--- config.mk ---
export PLATFORM = sky130hd
export DESIGN_NAME = pixel_window_cache
export DESIGN_NICKNAME = d
export VERILOG_FILES = /design/src/rtl/pixel_window_cache.sv
export SDC_FILE = /design/constraint.sdc
export NUM_CORES = 1
export LEC_CHECK = 0
export ABC_AREA = 1
export CORE_AREA = 2 2 150 152
export CTS_CLUSTER_SIZE = 12
export DETAILED_ROUTE_END_ITERATION = 7
export DIE_AREA = 0 0 152 154
export MAX_ROUTING_LAYER = met4
export PLACE_DENSITY = 0.86
export SLEW_MARGIN = 20
export SYNTH_ARGS = -nofsm -noshare
export SYNTH_HDL_FRONTEND = slang
export SYNTH_SLANG_ARGS = --single-unit
--- constraint.sdc ---
create_clock -name clk_i -period 5.8 [get_ports clk_i]
set_input_delay 0.58 -clock clk_i [delete_from_list [all_inputs] [get_ports clk_i]]
set_output_delay 0.58 -clock clk_i [all_outputs]
set_load 0.05 [all_outputs]
--- src/rtl/pixel_window_cache.sv ---
// Multi-channel sliding-window pixel buffer: word-wide appends per channel, one-pixel
// shifts across all channels, and a registered WIN_PIX window per channel.
module pixel_window_cache #(
    parameter int CHANNELS    = 3,
    parameter int PIX_W       = 8,
    parameter int WORD_PIX    = 2,
    parameter int WIN_PIX     = 3,
    parameter int DEPTH_WORDS = 3,
    parameter int CH_W        = (CHANNELS > 1) ? $clog2(CHANNELS) : 1
) (
    input  logic                              clk_i,
    input  logic                              rst_i,
    input  logic                              flush_i,
    input  logic                              wr_valid_i,
    input  logic [CH_W-1:0]                   wr_ch_i,
    input  logic [WORD_PIX*PIX_W-1:0]         wr_data_i,
    output logic                              wr_ready_o,
    input  logic                              sh_valid_i,
    output logic                              sh_ready_o,
    output logic [CHANNELS*WIN_PIX*PIX_W-1:0] win_out_o,
    output logic                              win_valid_o
);
    localparam int BUF_PIX = DEPTH_WORDS * WORD_PIX;
    localparam int CNT_W   = $clog2(BUF_PIX + 1);
    localparam int WIN_W   = WIN_PIX * PIX_W;
    localparam logic [CNT_W-1:0] WR_LIM  = CNT_W'(BUF_PIX - WORD_PIX);
    localparam logic [CNT_W-1:0] WIN_LIM = CNT_W'(WIN_PIX);
    localparam logic [CH_W:0]    NCH     = (CH_W + 1)'(CHANNELS);

    logic [CHANNELS-1:0][BUF_PIX-1:0][PIX_W-1:0] pix_q, pix_d;
    logic [CHANNELS-1:0][CNT_W-1:0]              cnt_q, cnt_d, sh_cnt;
    logic [CHANNELS*WIN_W-1:0]                   win_q, win_d;
    logic                                        win_vld_q, win_vld_d;
    logic [WORD_PIX-1:0][PIX_W-1:0]              wr_pix;
    logic [CHANNELS-1:0]                         wr_sel;
    logic [CNT_W-1:0]                            wr_cnt;
    logic                                        do_wr, do_sh;

    // Handshake readiness; wr_ready uses the pre-shift count of the selected channel.
    always_comb begin
        wr_cnt     = '0;
        sh_ready_o = 1'b1;
        win_vld_d  = 1'b1;
        for (int c = 0; c < CHANNELS; c++) begin
            if (wr_ch_i == CH_W'(c)) wr_cnt = cnt_q[c];
            if (cnt_q[c] <= WIN_LIM) sh_ready_o = 1'b0;
            if (cnt_q[c] < WIN_LIM)  win_vld_d  = 1'b0;
        end
        wr_ready_o = ({1'b0, wr_ch_i} < NCH) && (wr_cnt <= WR_LIM);
    end

    assign do_wr = wr_valid_i && wr_ready_o && !flush_i;
    assign do_sh = sh_valid_i && sh_ready_o && !flush_i;

    always_comb begin
        for (int k = 0; k < WORD_PIX; k++)
            wr_pix[k] = wr_data_i[(WORD_PIX-1-k)*PIX_W +: PIX_W];
        for (int c = 0; c < CHANNELS; c++)
            wr_sel[c] = do_wr && (wr_ch_i == CH_W'(c));
    end

    // Shift first, then append the word behind the post-shift tail.
    always_comb begin
        pix_d  = pix_q;
        cnt_d  = cnt_q;
        sh_cnt = cnt_q;
        for (int c = 0; c < CHANNELS; c++) begin
            if (do_sh) begin
                pix_d[c]  = pix_q[c] >> PIX_W;
                sh_cnt[c] = cnt_q[c] - CNT_W'(1);
            end
            cnt_d[c] = sh_cnt[c];
            if (wr_sel[c]) begin
                for (int i = 0; i < BUF_PIX; i++)
                    for (int k = 0; k < WORD_PIX; k++)
                        if (CNT_W'(i) == sh_cnt[c] + CNT_W'(k)) pix_d[c][i] = wr_pix[k];
                cnt_d[c] = sh_cnt[c] + CNT_W'(WORD_PIX);
            end
            if (flush_i) begin
                pix_d[c] = '0;
                cnt_d[c] = '0;
            end
        end
    end

    // Window from pre-update state; slots beyond the fill level read as zero.
    always_comb begin
        win_d = '0;
        for (int c = 0; c < CHANNELS; c++)
            for (int p = 0; p < WIN_PIX; p++)
                if (CNT_W'(p) < cnt_q[c])
                    win_d[c*WIN_W + (WIN_PIX-1-p)*PIX_W +: PIX_W] = pix_q[c][p];
    end

    always_ff @(posedge clk_i or negedge rst_i) begin
        if (!rst_i) begin
            pix_q     <= '0;
            cnt_q     <= '0;
            win_q     <= '0;
            win_vld_q <= 1'b0;
        end else begin
            pix_q     <= pix_d;
            cnt_q     <= cnt_d;
            win_q     <= win_d;
            win_vld_q <= win_vld_d;
        end
    end

    assign win_out_o   = win_q;
    assign win_valid_o = win_vld_q;
endmodule

---- Yosys cells after proc, flatten, opt, wreduce, memory -nomap -nowiden ----
Cells that the tools add are included.
operators by class
  multipliers ............................. 0
  bitwise logic cells ..................... 0
  shift operators ......................... 0
  div/mod/pow operators ................... 0
  mux-type cells .......................... 72
  equality and inequality tests ........... 32
  $add $sub $neg .......................... 9
  order comparisons ....................... 17
  reductions and logical operators ........ 16
operators with widths
  kind                                                            number
  two-way mux 48 bit                                              9
  two-way mux 8 bit                                               45
  equality test 2 x 3 -> 1 bit, first input constant              12
  equality test 3 bit, first input constant                       12
  two-way mux 3 bit                                               12
  equality test 1 x 3 -> 1 bit, first input constant              6
  zero test 3 bit                                                 6
  < comparator 1 x 3 -> 1 bit, first input constant               6
  adder 3 x 1 -> 3 bit, second input constant                     3
  adder 3 x 2 -> 3 bit, second input constant                     3
  less-or-equal comparator 3 x 2 -> 1 bit, second input constant  3
  < comparator 2 x 3 -> 1 bit, first input constant               3
  < comparator 3 x 2 -> 1 bit, second input constant              3
  subtractor 3 x 1 -> 3 bit, second input constant                3
  logical AND 1 bit                                               8
  two-way mux 1 bit                                               6
  less-or-equal comparator 3 bit, second input constant           1
  equality test 2 x 1 -> 1 bit, second input constant             1
  equality test 2 bit, second input constant                      1
  zero test 2 bit                                                 1
  < comparator 2 bit, second input constant                       1
  zero test 1 bit                                                 1
storage, ports and cells
  bits in read-only memories .............. 0
  word-level logic and storage cells ...... 169
  memories kept ........................... 0
  latch bits .............................. 0
  input port bits ......................... 23
  output and inout bits ................... 75
  register bits after elaboration ......... 226
  memory bits (writable) .................. 0

---- Longest topological paths before layout ----
  depth after elaboration ................. 12
  mapped depth ............................ 18
  depth with buffers taken out ............ 16

---- Least setup slack after synthesis ----
Ideal clock, no wire load.
  path kind ............................... input to register
  start point ............................. input port sh_valid_i
  end point ............................... register pix_q[82] (netlist bit)
  buffers on the path ..................... 3
  data required time ...................... 5.684 ns
  stages on the path ...................... 13
  setup time .............................. 0.116 ns
  path slack .............................. 3.047 ns
  arrival ................................. 2.637 ns
  cell sequence ........................... inv_1 nor2_1 nand3_4 buf_6 o21ai_4 buf_1 ha_1 nand3b_2 buf_4 nor2_1 nor2_1 nand2_1 nand2_1
RTL lines
  item                  RTL line  RTL
  start, declared       18        input logic sh_valid_i,
  end signal, assigned  102       pix_q <= pix_d;
  end, declared         30        logic [CHANNELS-1:0][BUF_PIX-1:0][PIX_W-1:0] pix_q, pix_d;

==> impl_metrics.ini <==
[floorplanning]
initial_core_util_pct = 59.6
fp.dieArea_sq_mm = 0.0234
die_y_microns = 154
io_pins = 98
core_area_sq_mm = 0.0217
row_count = 54
die_w_microns = 152

[routing]
viasPerCell = 5.88
wl_microns = 40000
num_vias = 13068
firstDrtPassIters = 6
drt-wirelength-per-cell_microns = 18.0
first_iter_violations = 1826
drc_errors = 0
ant_nets = 0

[finish]
syn_to_final_growth_pct = 14.1
insertedDiodeCount = 0
layout_commonest_cell = nand2_1
final_nets = 1963
final_cell_mix = 754 x nand2_1, 226 x dfrtp_1, 182 x o21ai_0, 178 x nor2_1, 157 x inv_1
drive_above_1_share_pct = 5.14

[worst_setup_path]
reg2reg_slack_ps = 1720
path_class = in2reg
cp_max_fo = 61
crit_path_end = pix_q[116]
critPathLaunch = flush_i
cp-end-kind = register
start_kind = input pin
required_ps = 6220
reg2regPathDepth = 11
rr_endpoint = pix_q[116]
cp.arrival_ps = 4640
r2r-start = cnt_q[0]

[synthesis]
synthCells = 1886
synth.net_count = 1920
syn_avg_cell_area_sq_um = 6.85
ys_seq_elements = 226
netlist_area_sq_mm = 0.0129
yosysWarnings = 0
synthDistinctLibCells = 32
synth.yosys.seq_area_share_pct = 43.8

[global_routing]
grt_pass1_wl_microns = 63200
first_global_vias = 12037
grt_use_total_pct = 34.4
grt_start_max_net_pins = 144
antenna_found_initial = 0
grt_overflow = 0

[sta]
hold_viol = 0
worst_pin_slew_ps = 1020
slew_headroom_pct = 31.7
rsz0062_at_grt = no
max_freq_ghz = 0.237
fin_crit_ps = 4210
timing_max_transition_violations_final = 0
skew_ps = 23.6
setup_viol = 0
finalSetupTns_ps = 0
period_share_pct = 72.6

[placement]
portBuffers = 97
gp_congestion = 0.980
dpl.hpwl_microns = 25700

[clock_tree]
path_clk_slew_ps = 60
cts-root-buf = clkbuf_16
cts_tree = yes
cts_sinks = 226
clock_path_buffers = 3
ctsResizeCount = 0
cts_setup_buffers = 0
h-tree-depth = 1
hold_buffers = 0
cts_made_buffers = 25
clock_latency_ps = 540

[pwr]
power.leakage_uw = 0.00743
finalPower_uw = 3490
ir_worst_vdd_v = 0.000203
power.density_mw_per_mm2 = 237

[min_path]
hold_class = in2async

[run_status]
status = finished clean

[job]
maxCapViolCount = 0
power breakdown:
group,switching [uW],total [uW],leakage [uW],internal (uW)
sequential,8.84,1600,0.00315,1590
clock,646,1610,0.000401,962
combinational,219,282,0.00388,63.2
total,874,3490,0.00743,2620
final cells by class:
| class | instances | area [sq um] |
|---|---|---|
| fill | 1775 | 6940 |
| multi-input combinational | 1396 | 6180 |
| sequential | 226 | 5660 |
| timing repair buffer | 114 | 1120 |
| clock buffer | 37 | 741 |
| inverter | 166 | 623 |
| tap | 280 | 350 |
| clock inverter | 5 | 77.6 |
worst max-delay path, cell delays in order:
cell and delay [ps]:
clkdlybuf4s50_1 410, buf_4 200, nor2_1 450, nand3_4 640, o21ai_1 920, nand3_1 790
nand3_1 320, nand2_1 160, nand2_1 90, nand2_1 50
worst min-delay path by stage:
stage	from	end	cells past startpoint
2_1_floorplan	rst_i	cnt_q[0]	0
6_report	rst_i	win_out_o[37]	1
3_3_place_gp	pix_q[47]	pix_q[47]	2
5_1_grt	rst_i	win_out_o[45]	1
4_1_cts	rst_i	win_out_o[37]	1
3_5_place_dp	pix_q[44]	pix_q[44]	2
state kept, by name, indices dropped and copies added, names as in the netlist:
register,flops
win_valid_o,1
cnt_q,9
pix_q,144
win_out_o,72
cells in the mapped netlist:
| cell | n | area, sq um |
|---|---|---|
| buf_4 | 6 | 45.0 |
| a21oi_4 | 1 | 16.3 |
| buf_2 | 25 | 125 |
| nand2_1 | 754 | 2830 |
| o21ai_0 | 182 | 911 |
| nand2_4 | 1 | 11.3 |
| ha_1 | 11 | 138 |
| nor2_4 | 3 | 33.8 |
| nand3b_2 | 1 | 11.3 |
| inv_2 | 6 | 22.5 |
| dfrtp_1 | 226 | 5660 |
| nor2_2 | 9 | 56.3 |
| o21ai_1 | 19 | 95.1 |
| a21boi_0 | 3 | 22.5 |
| nor2_1 | 178 | 668 |
| nand3_1 | 111 | 556 |
| clkbuf_1 | 57 | 214 |
| clkinv_1 | 3 | 11.3 |
| o211ai_1 | 13 | 97.6 |
| nand2_2 | 10 | 62.6 |
| nand3_2 | 6 | 60.1 |
| nand3b_1 | 1 | 7.51 |
| a21oi_1 | 58 | 290 |
| inv_1 | 157 | 589 |
| nor3_1 | 1 | 5.00 |
| o21ai_4 | 3 | 48.8 |
| nor2_8 | 1 | 20.0 |
| buf_1 | 5 | 18.8 |
| buf_6 | 5 | 56.3 |
| nand4_1 | 23 | 144 |
| xor2_1 | 3 | 26.3 |
| nand3_4 | 4 | 70.1 |
kinds of logic after synthesis:
family / share of synthesized area (%)
compound gates: 11.5
fa+ha+maj: 1.07
buf+inv: 8.38
xor+xnor: 0.203
flops: 43.8
simple gates: 35.1
layer usage:
| layer | track usage (%) | vias to the layer above | part of all wire, % |
|---|---|---|---|
| li1 | - | 6009 | - |
| met1 | 44.8 | 6058 | 38 |
| met2 | 51.8 | 805 | 44 |
| met3 | 7.95 | 196 | 13 |
| met4 | 15.2 | 0 | 5.0 |
| met5 | - | - | 0 |
through the flow:
| stage | setup WS [ps] | std cells | hold WS, ps | utilization (%) | instance area [sq um] |
|---|---|---|---|---|---|
| floorplan | 3050 | 1886 | 284 | - | 12900 |
| global placement | 1400 | 2182 | 463 | 64.2 | 13900 |
| detailed placement | 1200 | 2182 | 466 | 64.2 | 13900 |
| CTS | 1700 | 2224 | 76.0 | 68.0 | 14700 |
| global route | 1330 | 2224 | 100 | 68.0 | 14700 |
| finish | 1590 | 2224 | 15.0 | 68.0 | 14700 |
Power figures use the tool's default switching activity.
